[src/rtl/roi_sum_driver_if.sv]
// ============================================================================
// Module      : roi_sum_driver_if
// Description : Bus bundle between the ROI sum driver and its controller/ROI.
// Revision    : 1.0 - initial release
// ============================================================================
`default_nettype none

interface roi_sum_driver_if #(
  parameter int DIN_N = 8
) ();
  logic             start;
  logic [DIN_N-1:0] sumin;
  logic [DIN_N-1:0] sumout;
  logic             busy;
  logic             done;
  logic             pass;
  logic [15:0]      err_cnt;

  // master: controller plus ROI side; slave: the driver block itself
  modport master (
    output start, sumout,
    input  sumin, busy, done, pass, err_cnt
  );

  modport slave (
    input  start, sumout,
    output sumin, busy, done, pass, err_cnt
  );
endinterface

`default_nettype wire

[src/rtl/roi_sum_driver.sv]
// ============================================================================
// Module      : roi_sum_driver
// Description : Drives the ROI sumin bus with a deterministic pattern and checks
//               sumout against a bit-exact accumulator model.
//               Optional macro ROI_SUM_DRIVER_LFSR_EN selects the LFSR pattern.
// Revision    : 1.0 - initial release
// ============================================================================
`default_nettype none

module roi_sum_driver #(
  parameter int DIN_N      = 8,
  parameter int N_CHECKS   = 16,
  parameter int SETTLE_CYC = 4
) (
  input  wire logic        clk,
  input  wire logic        rst,
  roi_sum_driver_if.slave  bus
);

  typedef enum logic [2:0] {
    ST_IDLE   = 3'd0,
    ST_SETTLE = 3'd1,
    ST_RUN    = 3'd2,
    ST_DRAIN  = 3'd3,
    ST_DONE   = 3'd4
  } state_t;

  localparam logic [15:0] c_settle_last = 16'(SETTLE_CYC - 1);
  localparam logic [15:0] c_run_last    = 16'(N_CHECKS - 1);
  localparam logic [15:0] c_drain_last  = 16'd1;
  localparam logic [15:0] c_err_max     = 16'hFFFF;

  state_t           r_state, w_state_nxt;
  logic [15:0]      r_cnt, w_cnt_nxt;
  logic [DIN_N-1:0] r_sumin, w_sumin_nxt;
  logic [DIN_N-1:0] r_e, w_e_nxt;
  logic [DIN_N-1:0] r_e_d, w_e_d_nxt;
  logic [15:0]      r_err, w_err_nxt;
  logic             r_busy, w_busy_nxt;
  logic             r_done, w_done_nxt;
  logic             r_pass, w_pass_nxt;
  logic             w_pat_clr;
  logic             w_pat_adv;
  logic [DIN_N-1:0] w_pat_word;
  logic             w_cmp;

`ifdef ROI_SUM_DRIVER_LFSR_EN
  localparam logic [15:0] c_lfsr_seed = 16'hACE1;
  localparam logic [15:0] c_lfsr_taps = 16'hB400;

  logic [15:0] r_lfsr;
  logic [15:0] w_lfsr_step;

  // Right-shifting Galois form of x^16+x^14+x^13+x^11+1
  assign w_lfsr_step = {1'b0, r_lfsr[15:1]} ^ (r_lfsr[0] ? c_lfsr_taps : 16'h0000);

  if (DIN_N > 16) begin : g_pat_wide
    assign w_pat_word = {{(DIN_N-16){1'b0}}, w_lfsr_step};
  end else begin : g_pat_narrow
    assign w_pat_word = w_lfsr_step[DIN_N-1:0];
  end

  always_ff @(posedge clk) begin
    if (rst || w_pat_clr) begin
      r_lfsr <= c_lfsr_seed;
    end else if (w_pat_adv) begin
      r_lfsr <= w_lfsr_step;
    end
  end
`else
  logic [DIN_N-1:0] r_pat;

  assign w_pat_word = r_pat + DIN_N'(1);

  always_ff @(posedge clk) begin
    if (rst || w_pat_clr) begin
      r_pat <= '0;
    end else if (w_pat_adv) begin
      r_pat <= w_pat_word;
    end
  end
`endif

  always_ff @(posedge clk) begin
    if (rst) begin
      r_state <= ST_IDLE;
      r_cnt   <= '0;
      r_sumin <= '0;
      r_e     <= '0;
      r_e_d   <= '0;
      r_err   <= '0;
      r_busy  <= 1'b0;
      r_done  <= 1'b0;
      r_pass  <= 1'b0;
    end else begin
      r_state <= w_state_nxt;
      r_cnt   <= w_cnt_nxt;
      r_sumin <= w_sumin_nxt;
      r_e     <= w_e_nxt;
      r_e_d   <= w_e_d_nxt;
      r_err   <= w_err_nxt;
      r_busy  <= w_busy_nxt;
      r_done  <= w_done_nxt;
      r_pass  <= w_pass_nxt;
    end
  end

  assign w_cmp = (r_state == ST_RUN) || (r_state == ST_DRAIN);

  always_comb begin
    w_state_nxt = r_state;
    w_cnt_nxt   = r_cnt;
    w_sumin_nxt = '0;
    w_e_nxt     = r_e;
    w_e_d_nxt   = r_e_d;
    w_err_nxt   = r_err;
    w_busy_nxt  = 1'b0;
    w_done_nxt  = 1'b0;
    w_pass_nxt  = r_pass;
    w_pat_clr   = 1'b0;
    w_pat_adv   = 1'b0;

    // sumout lags the ROI result by one register, hence compare against E_d
    if (w_cmp) begin
      w_e_nxt   = r_e + r_sumin;
      w_e_d_nxt = r_e;
      if ((bus.sumout != r_e_d) && (r_err != c_err_max)) begin
        w_err_nxt = r_err + 16'd1;
      end
    end

    case (r_state)
      ST_IDLE: begin
        if (bus.start) begin
          w_state_nxt = ST_SETTLE;
          w_cnt_nxt   = '0;
          w_err_nxt   = '0;
          w_pass_nxt  = 1'b0;
          w_pat_clr   = 1'b1;
          w_busy_nxt  = 1'b1;
        end
      end
      ST_SETTLE: begin
        w_busy_nxt = 1'b1;
        if (r_cnt == c_settle_last) begin
          // ROI has no reset: its settled value becomes the model baseline
          w_e_nxt     = bus.sumout;
          w_e_d_nxt   = bus.sumout;
          w_state_nxt = ST_RUN;
          w_cnt_nxt   = '0;
          w_sumin_nxt = w_pat_word;
          w_pat_adv   = 1'b1;
        end else begin
          w_cnt_nxt = r_cnt + 16'd1;
        end
      end
      ST_RUN: begin
        w_busy_nxt = 1'b1;
        if (r_cnt == c_run_last) begin
          w_state_nxt = ST_DRAIN;
          w_cnt_nxt   = '0;
        end else begin
          w_cnt_nxt   = r_cnt + 16'd1;
          w_sumin_nxt = w_pat_word;
          w_pat_adv   = 1'b1;
        end
      end
      ST_DRAIN: begin
        if (r_cnt == c_drain_last) begin
          w_state_nxt = ST_DONE;
          w_cnt_nxt   = '0;
          w_done_nxt  = 1'b1;
          w_pass_nxt  = (w_err_nxt == 16'd0);
        end else begin
          w_cnt_nxt  = r_cnt + 16'd1;
          w_busy_nxt = 1'b1;
        end
      end
      ST_DONE: begin
        w_state_nxt = ST_IDLE;
      end
      default: begin
        w_state_nxt = ST_IDLE;
      end
    endcase
  end

  assign bus.sumin   = r_sumin;
  assign bus.busy    = r_busy;
  assign bus.done    = r_done;
  assign bus.pass    = r_pass;
  assign bus.err_cnt = r_err;

endmodule

`default_nettype wire

[src/flat_wrapper.sv]
// flat-port wrapper written by rule: the top's interface ports become plain ports
module roi_sum_driver_flat 
#(
  parameter int DIN_N      = 8,
  parameter int N_CHECKS   = 16,
  parameter int SETTLE_CYC = 4
)
  (clk, rst, bus_start, bus_sumout, bus_sumin, bus_busy, bus_done, bus_pass, bus_err_cnt);
  roi_sum_driver_if #(.DIN_N(DIN_N)) bus_i ();
  input  wire logic clk;
  input  wire logic rst;
  input wire logic [$bits(bus_i.start)-1:0] bus_start;
  input wire logic [$bits(bus_i.sumout)-1:0] bus_sumout;
  output wire logic [$bits(bus_i.sumin)-1:0] bus_sumin;
  output wire logic [$bits(bus_i.busy)-1:0] bus_busy;
  output wire logic [$bits(bus_i.done)-1:0] bus_done;
  output wire logic [$bits(bus_i.pass)-1:0] bus_pass;
  output wire logic [$bits(bus_i.err_cnt)-1:0] bus_err_cnt;
  assign bus_i.start = bus_start;
  assign bus_i.sumout = bus_sumout;
  assign bus_sumin = bus_i.sumin;
  assign bus_busy = bus_i.busy;
  assign bus_done = bus_i.done;
  assign bus_pass = bus_i.pass;
  assign bus_err_cnt = bus_i.err_cnt;
  roi_sum_driver #(.DIN_N(DIN_N), .N_CHECKS(N_CHECKS), .SETTLE_CYC(SETTLE_CYC)) u_core (.clk(clk), .rst(rst), .bus(bus_i));
endmodule
[config.mk]
export PLATFORM = sky130hd
export DESIGN_NAME = roi_sum_driver_flat
export DESIGN_NICKNAME = d
export VERILOG_FILES = /design/src/rtl/roi_sum_driver_if.sv /design/src/rtl/roi_sum_driver.sv /design/src/flat_wrapper.sv
export SDC_FILE = /design/constraint.sdc
export NUM_CORES = 1
export LEC_CHECK = 0
export CAP_MARGIN = 20
export CELL_PAD_IN_SITES_DETAIL_PLACEMENT = 0
export CELL_PAD_IN_SITES_GLOBAL_PLACEMENT = 1
export CORE_ASPECT_RATIO = 2
export CORE_MARGIN = 2
export CORE_UTILIZATION = 48
export CTS_BUF_LIST = sky130_fd_sc_hd__clkbuf_2 sky130_fd_sc_hd__clkbuf_4 sky130_fd_sc_hd__clkbuf_8
export DETAILED_ROUTE_END_ITERATION = 16
export GPL_ROUTABILITY_DRIVEN = 0
export PLACE_DENSITY = 0.95
export SYNTH_ARGS = -nofsm -noshare
export SYNTH_HDL_FRONTEND = slang
export SYNTH_SLANG_ARGS = --single-unit
export TNS_END_PERCENT = 1
[constraint.sdc]
create_clock -name clk -period 3.1 [get_ports clk]
set_input_delay 0.31 -clock clk [delete_from_list [all_inputs] [get_ports clk]]
set_output_delay 0.31 -clock clk [all_outputs]
set_load 0.05 [all_outputs]
; ---- Word level (Yosys, flattened, before mapping)
; Index checks and enable logic that the tools add are counted.
[classes]
addsub = 4
n_eq_ne = 12
n_mux = 34
bitwise = 1
n_reduce_logical = 12
[op_table]
columns = operator, n
row1 = $mux 16, 8
row2 = $mux 8, 8
row3 = $pmux 16 s4, 1
row4 = $add 16x1->16 const B, 2
row5 = $eq 16x1->1 const B, 1
row6 = $eq 16x2->1 const B, 1
row7 = $eq 16x4->1 const B, 1
row8 = $logic_not 16->1, 1
row9 = $ne 16x16->1 const B, 1
row10 = $pmux 8 s2, 1
row11 = $mux 3, 4
row12 = $pmux 3 s4, 1
row13 = $add 8x1->8 const B, 1
row14 = $add 8x8->8, 1
row15 = $mux 1, 8
row16 = $ne 8x8->1, 1
row17 = $eq 3x2->1 const B, 2
row18 = $ne 2x2->1 const B, 3
row19 = $pmux 1 s2, 2
row20 = $reduce_and 4->1, 1
row21 = $reduce_bool 4->1, 1
row22 = $reduce_or 2->1, 2
row23 = $eq 3x1->1 const B, 1
row24 = $logic_not 3->1, 1
row25 = other kinds (8), 9
[word_totals]
regBits = 70
input_bits = 11
output_inout_bits = 27
elab_cells = 73

; ---- Logic depth before layout (Yosys ltp)
; Gate-level depths: netlist of the first run.
[depth]
word_depth = 7
ltp_mapped = 11
depth_no_buf = 11

; ---- Worst setup path before layout of the first run
; No wires, ideal clock.
[synth_timing]
kind = reg-to-reg
start = register u_core.r_err[13], in the netlist u_core.bus.err_cnt[13]
end = register u_core.r_pass, in the netlist u_core.bus.pass
arrival_time_ps = 2384
required_ps = 3031
slack_ps = 647
stages_incl_launch_ff = 10
n_path_buf = 1
path_cell_list = dfxtp_1 -> buf_4 -> nand3_2 -> nor4_4 -> and2_4 -> nor4_2 -> or3_1 -> a2111oi_2 -> nand3_1 -> o21ai_1
[synth_between]
elab_chain_cells = 7
elab_cells_between_ends = 8
classes_between = add/sub (1) / eq/ne (1) / mux (4) / reduce/logical (2)
[synth_lines]
columns = element, line_no
row1 = from (decl), roi_sum_driver.sv:38  ; logic [15:0] r_err, w_err_nxt;
row2 = from (signal assigned), roi_sum_driver.sv:101  ; r_err <= w_err_nxt;
row3 = branches (longest 3 deep; another with $add 16x1->16), -
row4 = $mux 16 *, roi_sum_driver.sv:124  ; if (w_cmp) begin
row5 = $logic_not 16->1 *, roi_sum_driver.sv:173  ; w_pass_nxt = (w_err_nxt == 16'd0);
row6 = $mux 1 *, roi_sum_driver.sv:169  ; if (r_cnt == c_drain_last) begin
row7 = $pmux 1 s2 *, roi_sum_driver.sv:132  ; case (r_state)
row8 = to (signal assigned), roi_sum_driver.sv:104  ; r_pass <= w_pass_nxt;
row9 = to (decl), roi_sum_driver.sv:41  ; logic r_pass, w_pass_nxt;
; Mark *: on every way between the ends. The select of a mux whose other input is x is not followed.
; A chain may end at the register's enable or synchronous reset.

; ---- Worst setup path in the final report of the first run
; Same ends and word-level chain as after synthesis.

==> results.md, run 1 <==
* Status: finished clean
* Clock Skew at between 0.007 and 0.008 ns
* Asr flop ratio synth at 0
* Initial antenna violation count at 0
* Max Fclk at about 410 MHz
* Tcrit/Tclk final at 0.781
* CP cell instances: nand3_2 -> nor4_4 -> nand2_1 -> a211oi_1 -> o221ai_1 -> a2111oi_2 -> nand3_1 -> o21ai_1
* Inserted Diodes at 0
* Syn Std Cell Area at 3710 um^2
* Data arrival time of the critical path at 2.71 ns
* Core area at between 7000 and 8000 um^2
* Finish-stage setup viols at 0
* Drt drc at 0
* Hold Path Cell Cnt at 1
* Max stage delay on crit path at 0.53 ns
* Drt total wl at roughly 8 mm
* Vias in the first global route at about 3.0k
* Post-Syn Area per Cell at between 8 and 9 um^2
* Synth warn at 0
* Fill cells at 722
* Num CTS Buffers at 9
* Max-Cap Viols at 0
* Setup TNS at 0 ns
* Sequential fraction of the synthesis area at 0.378
* Total Routing Usage GR at 0.205
* Worst hold path class: flop to flop
* Initial Util at 0.491
* # Post-CTS Setup Buffers at 0
* Seq cells post-synth at 70
* Syn-to-layout area delta at 16.1%
* Port Buffers at 37
* Clk root buf: clkbuf_8
* P_leak at 1.51 nW
* Seq. cell area at ~1400 um^2
* Share of cells above drive strength 1 at 0.0738
* Synth Flop Type: dfxtp_1
* Reg2reg end: u_core.bus.pass
* Drt wl/cell at approximately 14 um
* R2r worst-path depth at 8
* Worst-skew pair later-pin latency at approximately 0.35 ns
* Largest net degree at the start of global routing at 26
* Num rows at 45
* Hold Startpoint: u_core.r_pat[0]
* Mapped Cells at 430
* Multi-input combinational cell area at 2140 um^2
* Final antenna-violating net count at 0
* DR pass1 iterations at 4
* Hold Path End: u_core.bus.sumin[0]
* Final Non-Filler Cells at 555
* Global Route met2 Usage at 0.373
* Die Footprint at around 8500 um^2
* CTS tree: yes
* Max Fanout on Critical Path at 7
* I/O pin cnt at 38
* Congestion Overflow GR at 0
* CTS Hold Buffers Added at 0
* R2R Path Start: u_core.bus.err_cnt[13]
* CTS max path bufs at 2
* Peak supply drop at 0.301 mV
* Total number of vias at ~3.0k
* H-tree levels at 3
* PostCTS Resize Cnt at 0
* Startpoint Class: flop
* Final instance area at 4310 um^2
* Pins Over Slew Limit at 0
* Fin crit period at 2.42 ns
* Hold violation total from the final report at 0
* Clk slew on worst S/H paths at 0.08 ns
* Critical path class: flop to flop
* Max-slew headroom at 0.600
* Top Usage Layer GRT: met2
* Die W at 66.1 um
* Net count, final at 479
* Power per cell area at 417 nW/um^2
* Slowest library cell on the worst path: dfxtp_1
* Fin util at 0.571
* Register-to-register setup slack at 0.68 ns
* CP required at 3.39 ns
* RSZ-0062 raised after global routing: false
* First-pass GRT wire length at 13.4 mm
* Detailed Route Iter0 Violations at slightly below 200
* Total power at 1.80 mW
* DP HPWL at 5.95 mm
* Yosys cell types at 55
* Placed Area at 4080 um^2
* Chip height at approximately 130 um
* EDFF count, synth at 0
* DR vias/cell at roughly 5.5
* Met1 Use GR at 0.214
* GR Util met3 at 0.0474
* Syn Nets at 453
* Sinks on the clock net at 70
* Crit. End Element: flop
* Placed cells at 539
* Slew @ Worst Pin at 0.594 ns
## Yosys cell counts (all sizes together), types with 5 or more instances
master / n / share of area
nand3: 20 / 0.032
nand2b: 5 / 0.0084
xnor2: 35 / 0.083
xor2: 21 / 0.050
buf: 11 / 0.020
inv: 11 / 0.011
o21ai: 13 / 0.019
a211oi: 16 / 0.032
nand4: 14 / 0.024
a31oi: 5 / 0.0084
a21oi: 11 / 0.015
ha: 11 / 0.037
and2: 6 / 0.011
dfxtp: 70 / 0.38
clkbuf: 13 / 0.015
mux2i: 11 / 0.030
nor2: 72 / 0.075
and3: 9 / 0.015
nor4: 9 / 0.023
nand2: 26 / 0.027
## worst max path at each step
stage,cells after the start,startpoint,to
2_1_floorplan,9,u_core.bus.err_cnt[13],u_core.bus.pass
3_3_place_gp,9,bus_sumout[4],u_core.bus.pass
3_5_place_dp,9,bus_sumout[4],u_core.bus.pass
4_1_cts,8,u_core.r_state[1],u_core.bus.pass
5_1_grt,8,u_core.r_cnt[4],u_core.r_pat[2]
6_report,8,u_core.bus.err_cnt[13],u_core.bus.pass
## kinds of logic (layout without fill, tap and decap cells)
| logic type | count (synthesis) | count (layout) | share of synthesized area |
|---|---|---|---|
| AO/OA/AOI/OAI | 67 | 67 | 0.125 |
| XOR/XNOR | 56 | 56 | 0.132 |
| adder cells (fa/ha/maj) | 12 | 12 | 0.0425 |
| buffers and inverters | 35 | 66 | 0.0456 |
| flip-flops | 70 | 70 | 0.378 |
| multiplexers | 11 | 11 | 0.0297 |
| AND/OR/NAND/NOR | 179 | 179 | 0.247 |
## cells in the final DEF (no fill, tap or decap), types with 6 or more instances in the layout
cell type	count
xor2_1	21
nand2_1	25
nand4_1	14
clkdlybuf4s50_1	37
ha_1	11
nor2_1	71
and3_1	9
mux2i_1	11
nand3_1	16
dfxtp_1	70
xnor2_1	35
o21ai_0	11
a21oi_1	11
inv_1	11
a211oi_1	16
clkbuf_8	10
nor4_1	6
## worst max-delay path, delay by kind of cell, from the launching register on
kind / cells / cell delay [ns]
AOI/OAI and AO/OA: 4 / 0.94
and+or+nand+nor: 4 / 0.89
DFF: 1 / 0.53
## sequential cells by signal, indices dropped and copies added, names as in the netlist
register and flops:
u_core.bus.err_cnt 16, u_core.r_cnt 16, u_core.bus.sumin 8, u_core.r_e 8
u_core.r_e_d 8, u_core.r_pat 8, u_core.r_state 3, u_core.bus.busy 1
u_core.bus.done 1, u_core.bus.pass 1
## stage by stage
stage	hold slack, ns	setup slack (ns)
finish	0.474	0.679
global route	0.517	0.451
CTS	0.483	0.670
detailed placement	0.460	0.403
global placement	0.456	0.493
floorplan	0.394	0.647
## layer usage
| metal | vias up | share of wire |
|---|---|---|
| met3 | 14 | 0.032 |
| li1 | 1547 | - |
| met1 | 1420 | 0.40 |
| met2 | 53 | 0.54 |
| met4 | 0 | 0.027 |
| met5 | - | 0 |
## final cells by class
cell class                 count  area share
clock buffer                  10      0.0320
clock inverter                 6      0.0198
sequential                    70       0.325
tap                           94      0.0273
multi-input combinational    325       0.496
inverter                      11     0.00959
timing repair buffer          39      0.0895
## power by group
group	switching, mW	leakage, nW	internal [mW]	total [mW]
registers	0.00683	0.564	0.904	0.911
clock network	0.343	0.108	0.471	0.815
logic	0.0419	0.833	0.0301	0.0720
total	0.392	1.51	1.41	1.80
Power figures use the tool's default switching activity.
==> run 2: changes to the inputs <==
- CORE_UTILIZATION: 48 -> 40
- PLACE_DENSITY: 0.95 -> 0.89
- clock period: 3.1 -> 2.2 ns (I/O delays scaled with it)
==> run 2 against run 1 <==
Net effect:
- non-clock buffer count up 46
- core utilization down 3.7 points
- global-route usage down 1.7 points
- worst hold slack better by 0.0045 ns
- worst setup slack worse by 0.59 ns
- cell count up 9.7%
- first-iteration DRC count down 6.0%
- combinational power up 78%
- fmax up 15%
==> results.md, run 2 (synthesis results as in run 1) <==
* Max Fclk at 473 MHz
* Commonest cells after routing, fill and taps aside: nor2_1 (70), dfxtp_1 (56), buf_4 (47)
* R2R Path Start: u_core.bus.err_cnt[4]
* Max Fanout on Critical Path at 5
* Share of cells above drive strength 1 at 0.209
* Final instance area at 4810 um^2
* Largest net degree at the start of global routing at 25
* Drt total wl at between 9 and 10 mm
* DR vias/cell at 5.45
* I/O pin cnt at 38
* Final worst setup slack at 0.0855 ns
* Slew @ Worst Pin at around 0.53 ns
* Critical path class: flop to flop
* RSZ-0062 raised after global routing: true
* Final antenna-violating net count at 0
* Final hold slack at about 0.48 ns
* Detailed Route Iter0 Violations at 187
* Inserted Diodes at 0
* Max stage delay on crit path at 0.40 ns
* Net count, final at between 500 and 600
* CP cell instances: nand3_4 -> nor4_4 -> and2_4 -> nor4_4 -> or3_1 -> a2111oi_4 -> nand3_1 -> o21ai_1
* Worst hold path class: flop to flop
* H-tree levels at 3
* Fin crit period at 2.11 ns
* DR pass1 iterations at 4
* Setup WS pre-CTS at -0.346 ns
* Initial Util at 0.411
* Clk root buf: clkbuf_8
* Num rows at 49
* Crit. End Element: flop
* Total Routing Usage GR at 0.188
* Commonest non-fill, non-tap cell in the layout: nor2_1
* Hold Startpoint: u_core.r_pat[0]
* Max-slew headroom at 0.644
* Die Footprint at 10100 um^2
* Total number of vias at 3322
* Clock Skew at 0.0112 ns
* Status: finished clean
* Max-Cap Viols at 0
* Vias in the first global route at 3343
* Peak supply drop at 0.289 mV
* Clk slew on worst S/H paths at 0.07 ns
* Startpoint Class: flop
* Slowest library cell on the worst path: dfxtp_2
* Drt wl/cell at between 10 and 15 um
* Fill cells at 833
* Die W at 72.1 um
* Setup TNS at 0 ns
* CP dominant cell by count: nor4_4
* Worst-skew pair later-pin latency at between 0.3 and 0.4 ns
* Core area at between 9000 and 10000 um^2
* Port Buffers at 37
* Placed Area at between 4000 and 5000 um^2
* Seq. cell area at between 1000 and 1500 um^2
* Pins Over Slew Limit at 0
* Data arrival time of the critical path at 2.40 ns
* Chip height at 140 um
* Syn-to-layout area delta at 29.8%
* Tcrit/Tclk final at 0.961
* Worst Setup SP: u_core.bus.err_cnt[4]
* Power per cell area at 532 nW/um^2
* Congestion Overflow GR at 0
* Multi-input combinational cell area at 2250 um^2
* DP HPWL at 6.84 mm
* Sinks on the clock net at 70
* Initial antenna violation count at 0
* CTS max path bufs at 2
* Hold violation total from the final report at 0
* First-pass GRT wire length at 14.9 mm
* CP required at 2.48 ns
* CTS tree: yes
* Finish-stage setup viols at 0
* P_leak at between 1.5 and 2 nW
* Num CTS Buffers at 9
* Drt drc at 0
* CTS Hold Buffers Added at 0
run 2: cell types whose count changed in the layout (fill, tap and decap cells not counted), sizes merged:
| cell | previous run | this run |
|---|---|---|
| buf | 2 | 48 |
| clkbuf | 10 | 12 |
| clkinvlp | 2 | 0 |
run 2: layout make-up:
type                            instances  share of cell area
Clock inverter                          4              0.0146
Multi-Input combinational cell        325               0.468
Inverter                               11             0.00858
Sequential cell                        70               0.296
Tap cell                              102              0.0265
Clock buffer                           12              0.0317
Timing Repair Buffer                   85               0.154
run 2: final timing paths:
check / to / slack [ns] / cells after the start
worst min register to register: u_core.bus.sumin[0] / 0.48 / 1
worst min-delay path: u_core.bus.sumin[0] / 0.48 / 1
worst max register to register: u_core.bus.pass / 0.09 / 8
worst max-delay path: u_core.bus.pass / 0.09 / 8
run 2: what timing repair did:
| item | CTS | global route |
|---|---|---|
| pin swaps | 0 | 3 |
| setup buffers | 0 | 2 |
| gates resized for setup | 3 | 24 |
| endpoints found under the setup margin | 6 | 11 |
run 2: report_power, final:
| part | total [mW] | leakage, nW | internal [mW] | switching (mW) |
|---|---|---|---|---|
| registers | 1.28 | 0.572 | 1.27 | 0.00610 |
| clock network | 1.16 | 0.117 | 0.691 | 0.467 |
| logic | 0.128 | 1.09 | 0.0579 | 0.0699 |
| total | 2.56 | 1.78 | 2.02 | 0.543 |
run 2: stage by stage:
stage,std cells,total power [mW],utilization
global route,609,2.66,0.534
detailed placement,591,1.43,0.493
floorplan,430,1.37,-
CTS,607,2.60,0.520
finish,609,2.56,0.534
global placement,591,1.43,0.493
run 2: critical path: cells and delay by family (launching register included):
kind | cells | cell delay, ns
compound gates | 2 | 0.40
simple gates | 6 | 1.24
flops | 1 | 0.40
run 2: routing by layer:
| metal | track usage | wire length (um) | vias to the layer above |
|---|---|---|---|
| met5 | 0 | 0 | - |
| met4 | 0.108 | 324 | 0 |
| met3 | 0.0410 | 265 | 23 |
| met2 | 0.342 | 5060 | 77 |
| met1 | 0.190 | 3440 | 1581 |
| li1 | - | - | 1641 |
==> run 3: changes to the inputs <==
- GPL_ROUTABILITY_DRIVEN: 0 -> not set
==> results of run 3 <==
Same layout as run 2: the final DEF is identical, and so are final timing and power.
